[src/rtl/spi_rx_fifo.sv]
// -----------------------------------------------------------------------------
// spi_rx_fifo
//
// Receive buffer that sits directly behind spi_rx. Words arrive on a
// valid/ready handshake, are held in a DEPTH-entry FIFO and are presented to
// the host side through a show-ahead read port. The block also reports the
// fill level, raises a threshold interrupt, and handles overflow in one of two
// ways: it either backpressures spi_rx or drops the word and records the drop.
//
// Ports
//   clk      : system clock
//   rstn     : asynchronous active-low reset
//   clr      : synchronous flush (empties the FIFO, clears ovf and irq)
//   wr_data  : incoming word {vld_len, data} from spi_rx
//   wr_vld   : incoming word valid
//   wr_rdy   : FIFO can take a word (always 1 when STALL=0)
//   rd_data  : head-of-FIFO word, meaningful only while rd_vld=1
//   rd_vld   : FIFO not empty
//   rd_rdy   : consumer takes the head word
//   level    : number of stored words, 0..DEPTH
//   thresh   : interrupt threshold, 0 disables the interrupt
//   irq      : registered level >= thresh
//   ovf      : sticky drop flag (STALL=0 only)
//   ovf_clr  : clears ovf
// -----------------------------------------------------------------------------
module spi_rx_fifo #(
    parameter int SPI_RX_WIDTH = 5,
    parameter int DATA_VLD     = $clog2(SPI_RX_WIDTH),
    parameter int WIDTH        = SPI_RX_WIDTH + DATA_VLD,
    parameter int DEPTH        = 8,
    parameter int AW           = $clog2(DEPTH),
    parameter bit STALL        = 1'b1
) (
    input  logic             clk,
    input  logic             rstn,
    input  logic             clr,
    input  logic [WIDTH-1:0] wr_data,
    input  logic             wr_vld,
    output logic             wr_rdy,
    output logic [WIDTH-1:0] rd_data,
    output logic             rd_vld,
    input  logic             rd_rdy,
    output logic [AW:0]      level,
    input  logic [AW:0]      thresh,
    output logic             irq,
    output logic             ovf,
    input  logic             ovf_clr
);

    localparam logic [AW:0] FULL_LEVEL = (AW + 1)'(DEPTH);

    logic [WIDTH-1:0] mem [DEPTH];

    logic [AW-1:0] wr_ptr_reg;
    logic [AW-1:0] rd_ptr_reg;
    logic [AW:0]   level_reg;
    logic [AW:0]   level_next;
    logic          irq_reg;
    logic          ovf_reg;

    logic full;
    logic empty;
    logic wr_fire;
    logic rd_fire;
    logic drop;

    assign full  = (level_reg == FULL_LEVEL);
    assign empty = (level_reg == '0);

    // wr_rdy depends only on registered state, so rd_rdy never reaches it
    // combinationally; a read in a full cycle does not open the write side.
    assign wr_rdy  = STALL ? ~full : 1'b1;
    assign wr_fire = wr_vld & wr_rdy & ~full;
    assign rd_fire = ~empty & rd_rdy;

    // Without backpressure, any word offered while full is lost, even if a
    // read frees a slot in the same cycle.
    assign drop = (STALL == 1'b0) & wr_vld & full;

    assign rd_vld  = ~empty;
    assign rd_data = mem[rd_ptr_reg];
    assign level   = level_reg;
    assign irq     = irq_reg;
    assign ovf     = ovf_reg;

    always_comb begin
        level_next = level_reg;
        if (clr) begin
            level_next = '0;
        end else begin
            case ({wr_fire, rd_fire})
                2'b10:   level_next = level_reg + 1'b1;
                2'b01:   level_next = level_reg - 1'b1;
                default: level_next = level_reg;
            endcase
        end
    end

    // Storage array is deliberately left out of reset; rd_data is only
    // qualified by rd_vld.
    always_ff @(posedge clk) begin
        if (wr_fire && !clr) begin
            mem[wr_ptr_reg] <= wr_data;
        end
    end

    always_ff @(posedge clk or negedge rstn) begin
        if (!rstn) begin
            wr_ptr_reg <= '0;
            rd_ptr_reg <= '0;
            level_reg  <= '0;
            irq_reg    <= 1'b0;
            ovf_reg    <= 1'b0;
        end else begin
            level_reg <= level_next;
            irq_reg   <= (thresh != '0) && (level_next >= thresh);
            if (clr) begin
                wr_ptr_reg <= '0;
                rd_ptr_reg <= '0;
                ovf_reg    <= 1'b0;
            end else begin
                // DEPTH is a power of two, so the natural AW-bit rollover
                // gives the DEPTH-1 -> 0 wrap.
                if (wr_fire) begin
                    wr_ptr_reg <= wr_ptr_reg + 1'b1;
                end
                if (rd_fire) begin
                    rd_ptr_reg <= rd_ptr_reg + 1'b1;
                end
                if (drop) begin
                    ovf_reg <= 1'b1;
                end else if (ovf_clr) begin
                    ovf_reg <= 1'b0;
                end
            end
        end
    end

endmodule

[config.mk]
export PLATFORM = sky130hd
export DESIGN_NAME = spi_rx_fifo
export DESIGN_NICKNAME = d
export VERILOG_FILES = /design/src/rtl/spi_rx_fifo.sv
export SDC_FILE = /design/constraint.sdc
export NUM_CORES = 1
export LEC_CHECK = 0
export ABC_AREA = 1
export CAP_MARGIN = 20
export CORE_MARGIN = 2
export CORE_UTILIZATION = 60
export DETAILED_ROUTE_END_ITERATION = 8
export DONT_BUFFER_PORTS = 1
export PLACE_DENSITY = 0.77
export SLEW_MARGIN = 5
export SYNTH_ARGS = -nofsm -noshare
export SYNTH_HDL_FRONTEND = slang
export SYNTH_SLANG_ARGS = --single-unit
[constraint.sdc]
create_clock -name clk -period 2.7 [get_ports clk]
set_input_delay 0.135 -clock clk [delete_from_list [all_inputs] [get_ports clk]]
set_output_delay 0.135 -clock clk [all_outputs]
set_load 0.1 [all_outputs]
; ---- Word level (Yosys, flattened, before mapping)
; Memories as Yosys holds them, arrays and structs flattened.
; Index checks and enable logic that the tools add are counted.
[totals]
regBits = 12
ram_bits = 64
inputBits = 18
output_inout_bits = 16
word_cells = 37
n_memories = 1
[memory_table]
columns = name, depth, word_bits, rd, rd_ports_with_merged_regs, wr, line
row1 = mem, 8, 8, 1, 0, 1, 52  ; logic [WIDTH-1:0] mem [DEPTH];
[op_classes]
n_addsub = 4
magnitude_cmp = 1
eq_ne = 3
n_mux = 10
n_bitwise = 5
reduce_logical = 8
[op_table]
columns = op, n
row1 = $mux 3, 4
row2 = $pmux 4 s2, 1
row3 = $add 3x1->3 const B, 2
row4 = $reduce_bool 2->1, 3
row5 = $add 4x1->4 const B, 1
row6 = $eq 4x4->1 const B, 1
row7 = $ge 4x4->1, 1
row8 = $logic_not 4->1, 1
row9 = $mux 1, 4
row10 = $mux 4, 1
row11 = $reduce_bool 4->1, 1
row12 = $sub 4x1->4 const B, 1
row13 = $and 1x1->1, 3
row14 = $eq 2x1->1 const B, 1
row15 = $eq 2x2->1 const B, 1
row16 = $logic_and 1x1->1, 2
row17 = $not 1->1, 2
row18 = $logic_not 1->1, 1

; ---- Logic depth before layout (Yosys ltp)
[depth]
depth_word = 9
mapped_depth = 18
mapped_depth_nobuf = 18

; ---- Worst setup path before layout
; No wires, ideal clock.
[synth_path]
kind = reg-to-reg
startpoint = register level_reg[3] (netlist: level[3])
endpoint = register irq_reg (netlist: irq)
setup_ns = 0.127
t_arrival_ns = 3.242
required_time_ns = 2.573
setup_slack_ns = -0.670
stages_incl_launch_ff = 18
n_path_buf = 0
synth_period_minus_slack_ns = 3.370
path_cell_list = dfrtp_1 -> inv_1 -> nor2_1 -> nand2_2 -> nand2_4 -> nand3_1 -> nand2_1 -> inv_2 -> ha_1 -> o21ai_0 -> a21oi_1 -> ha_1 -> inv_1 -> nor2_1 -> o211ai_1 -> nand3_1 -> o41ai_1 -> inv_1
[synth_via]
elab_chain_len = 9
word_cells_on_any_way = 15
cone_classes = add/sub: 2 / order compare: 1 / eq/ne: 3 / mux: 2 / bitwise: 5 / reduce/logical: 2
[synth_rtl]
columns = element, line
row1 = from (decl), 56  ; logic [AW:0] level_reg;
row2 = from (signal assigned), 115  ; level_reg <= level_next;
row3 = $eq 4x4->1 (*), 67  ; assign full = (level_reg == FULL_LEVEL);
row4 = $not 1->1 (*), 72  ; assign wr_rdy = STALL ? ~full : 1'b1;
row5 = named net wr_rdy, 39  ; output logic wr_rdy,
row6 = $and 1x1->1, 73  ; assign wr_fire = wr_vld & wr_rdy & ~full;
row7 = $and 1x1->1 (*), 73
row8 = $eq 2x1->1 / $eq 2x2->1 (equally long branches), 91  ; case ({wr_fire, rd_fire})
row9 = $pmux 4 s2 (*), 91
row10 = $mux 4 (*), 88  ; if (clr) begin
row11 = named net level_next[1], 57  ; logic [AW:0] level_next;
row12 = $ge 4x4->1 (*), 116  ; irq_reg <= (thresh != '0) && (level_next >= thresh);
row13 = $logic_and 1x1->1 (*), 116
row14 = to (signal assigned), 116
row15 = to (decl), 58  ; logic irq_reg;
; The timed path passes the listed nets; every way through them passes the cells marked *.
; A chain may end at the register's enable or synchronous reset.

; ---- Worst setup path after layout
[layout_path]
startpoint = register level_reg[0] (netlist: level[0])
endpoint = register irq_reg (netlist: irq)
[layout_via]
elab_chain_len = 9
word_cells_on_any_way = 15
cone_classes = add/sub: 2 / order compare: 1 / eq/ne: 3 / mux: 2 / bitwise: 5 / reduce/logical: 2
[layout_rtl]
columns = element, line
row1 = $eq 4x4->1, 67
row2 = $not 1->1, "72, 73"
row3 = $and 1x1->1 (2 in a row), 73
row4 = $eq 2x1->1 / $eq 2x2->1 (equally long branches), 91
row5 = $pmux 4 s2 (*), 91
row6 = $mux 4 (*), 88
row7 = named net level_next[1], 57
row8 = $ge 4x4->1 (*), 116
row9 = $logic_and 1x1->1 (*), 116
; Marks and branches as above.

==> impl_metrics.py <==
metrics = {
    "run_status": {
        "status": "finished clean",
    },
    "yosys": {
        "synth.area.top_cells": "edfxtp_1 59%, dfrtp_1 8.4%, nor2_1 8.3%",
        "ys_seq_area_share_pct": 67.36,
        "yosysMostFrequentCell": "nor2_1",
        "ys_ff_latch": 75,
        "synth_cell_types": 28,
        "avgSynthCellArea_um2": 11.17,
        "synthesis.area_um2": 3262,
        "synth_cells": 292,
        "synthArstFlopShare_pct": 14.67,
        "synth_edf_count": 64,
        "synthMuxAreaShare_pct": 0,
        "synth-warning-count": 0,
        "yosys.area_share.simple_pct": 13.20,
        "syn_nets": 318,
        "netlist_top_cells_count": "72 x nor2_1, 64 x edfxtp_1, 39 x o21ai_0",
        "synth_area_leader_cell": "edfxtp_1",
        "synth_top_area_share_pct": 58.92,
        "synth_compound_area_share_pct": 11.66,
        "synthXorXnorAreaFrac_pct": 0.5370,
        "synth_top_family_by_area": "simple AND/OR/NAND/NOR gates",
        "synthAdderAreaFrac_pct": 3.069,
        "ys.flop_type": "edfxtp_1",
    },
    "timing": {
        "slew_headroom_pct": 42.14,
        "setup_slack_ps": 198.7,
        "setup_viol": 0,
        "timing.fmax_ghz": 0.3998,
        "worst_pin_slew_ps": 868.4,
        "drv_slew": 0,
        "fin_worst_skew_ps": 8.075,
        "rsz0062_at_grt": "no",
        "finalHoldViolCount": 0,
        "finalCritPeriodShare_pct": 92.64,
        "hold_slack_ps": 18.08,
        "period_needed_ps": 2501,
    },
    "layout": {
        "area.growth.synth_to_final_pct": 23.17,
        "finalInstanceArea_um2": 4018,
        "multi_input_area_um2": 1008,
        "regArea_um2": 2210,
        "drive_gt1_share_pct": 17.51,
        "nets": 359,
        "nFillCells": 337,
        "largest_register_ffs": 64,
        "diodes": 0,
    },
    "place": {
        "io_buffers": 0,
        "dp_slack_ps": 167.7,
        "dpl_cell_area_um2": 3699,
        "gp_congestion": 0.8350,
        "detailed_place_hpwl_mm": 4.450,
    },
    "worst_setup_path": {
        "cp_slowest_cell": "dfrtp_4",
        "end_kind": "register",
        "worst-path-max-fanout": 6,
        "crit_type": "reg -> reg",
        "critPathArrivalTime_ps": 2720,
        "critPathLaunchType": "register",
        "required_ps": 2920,
        "cp_slowest_stage_delay_ps": 490,
        "crit_chain": "nor2_4, nand2_8, nand2_4, nand3_2, nand2_1, inv_2, ha_1, o21ai_0, a21oi_1, ha_1, inv_1, nor2_1, o211ai_1, nand3_1, o41ai_1, inv_1",
    },
    "routing": {
        "wl_mm": 7.007,
        "vias": 2288,
        "firstDrtPassIters": 5,
        "drc": 0,
        "dr.first_iter.drc_count": 158,
        "wl_per_cell_um": 17.22,
        "ant_nets": 0,
        "vias_per_cell": 5.622,
    },
    "floorplan": {
        "die_x_um": 77.73,
        "die_y_um": 77.73,
        "num_rows": 26,
        "start_util_pct": 63.06,
        "core_um2": 5172,
        "io_pins": 34,
        "dieArea_um2": 6042,
    },
    "cts": {
        "clk_pin_slew_worst_paths_ps": 70,
        "cts_tree": "built",
        "ctsRootBufferMaster": "clkbuf_8",
        "cts_buffers": 9,
        "clk_latency_ps": 350,
        "cts.sinks": 75,
        "max-clock-path-buffers": 2,
        "cts_max_level": 3,
    },
    "global_route": {
        "antenna_found_initial": 0,
        "grt_pass1_wl_mm": 11.25,
        "grt_pass1_vias": 2309,
        "grtUsageTotal_pct": 25.54,
        "grt_overflow": 0,
        "grt_max_degree": 34,
    },
    "run": {
        "max_cap_violations": 0,
    },
    "power": {
        "powerDensity_nw_per_um2": 1112,
        "seq_power_share_pct": 32.2,
        "p_sw_uw": 2021,
        "peakVddDrop_uv": 914.4,
        "combPwrFrac_pct": 50.3,
        "p_sw_share_pct": 45.24,
        "p_leak_uw": 0.001520,
        "power.clock.fraction_pct": 17.6,
        "p_int_uw": 2446,
    },
    "worst_hold_path": {
        "min_path_type": "in -> reg",
    },
}
-- metrics by stage --
step / TNS, ps / utilization [%] / power, uW / std cells
finish: 0 / 77.67 / 4466 / 407
global route: 0 / 77.67 / 4675 / 407
CTS: 0 / 77.58 / 4481 / 407
detailed placement: 0 / 71.50 / 3668 / 378
global placement: 0 / 71.50 / 3624 / 378
floorplan: -16.99 / - / 3032 / 292
-- kinds of logic after synthesis --
group	after synthesis
fa+ha+maj	8
buf+inv	34
simple gates	104
compound gates	68
xor+xnor	2
other cells	1
flops	75
-- cell type report --
class	count	share of cell area, %
Inverter	24	2.242
Sequential cell	75	55.00
Timing Repair Buffer	40	11.15
Clock inverter	4	1.059
Tap cell	70	2.180
Clock buffer	11	3.270
Multi-Input combinational cell	183	25.10
-- power groups by stage --
stage	logic [uW]	clock network [uW]	registers (uW)
CTS	2240	802	1440
finish	2240	785	1440
global placement	2160	0	1460
global route	2390	839	1450
detailed placement	2200	0	1460
floorplan	1390	0	1640
-- cells in the final DEF (no fill, tap or decap), types with 2 or more instances in the layout --
cell           count
a21oi_1            8
a31oi_2            8
buf_12             9
buf_4             17
clkbuf_1           2
clkbuf_8           9
clkinv_1           3
dfrtp_1            7
dfrtp_4            3
dlygate4sd3_1     14
edfxtp_1          64
ha_1               8
inv_1             21
inv_2              2
nand2_1           18
nand2_4            2
nand3_1            6
nor2_1            71
nor2_4             2
o21ai_0           38
o21ai_1            2
o22ai_1            8
xor2_1             2
-- per-layer routing --
metal	share of wire [%]	track usage, %
met1	42	32.38
met2	50	41.81
met3	5.1	4.535
met4	2.6	14.11
met5	0	0
-- worst paths after layout --
path	start	endpoint	depth (start not counted)	slack, ps
max	level[0]$_DFF_PN0_	irq$_DFF_PN0_	16	200
min	wr_vld	wr_ptr_reg[2]$_DFFE_PN0P_	2	20
max reg2reg	level[0]$_DFF_PN0_	irq$_DFF_PN0_	16	200
min reg2reg	wr_ptr_reg[0]$_DFFE_PN0P_	wr_ptr_reg[0]$_DFFE_PN0P_	2	610
max in group asynchronous	rstn	level[0]$_DFF_PN0_	1	2120
min in group asynchronous	rstn	level[3]$_DFF_PN0_	1	200
-- worst max-delay path, delay by kind of cell (launching register included) --
kind,cells,cell delay (ps)
and+or+nand+nor,7,700
DFF,1,490
adders and majority gates,2,580
AOI/OAI and AO/OA,4,440
buffers and inverters,3,170
-- what timing repair did --
item,CTS,global route
hold buffers,14,0
endpoints found under the setup margin,0,1
hold endpoints to repair,81,0
resized for setup,0,2
buffers inserted,0,0
Note: power is estimated with default switching activity, not from simulation.
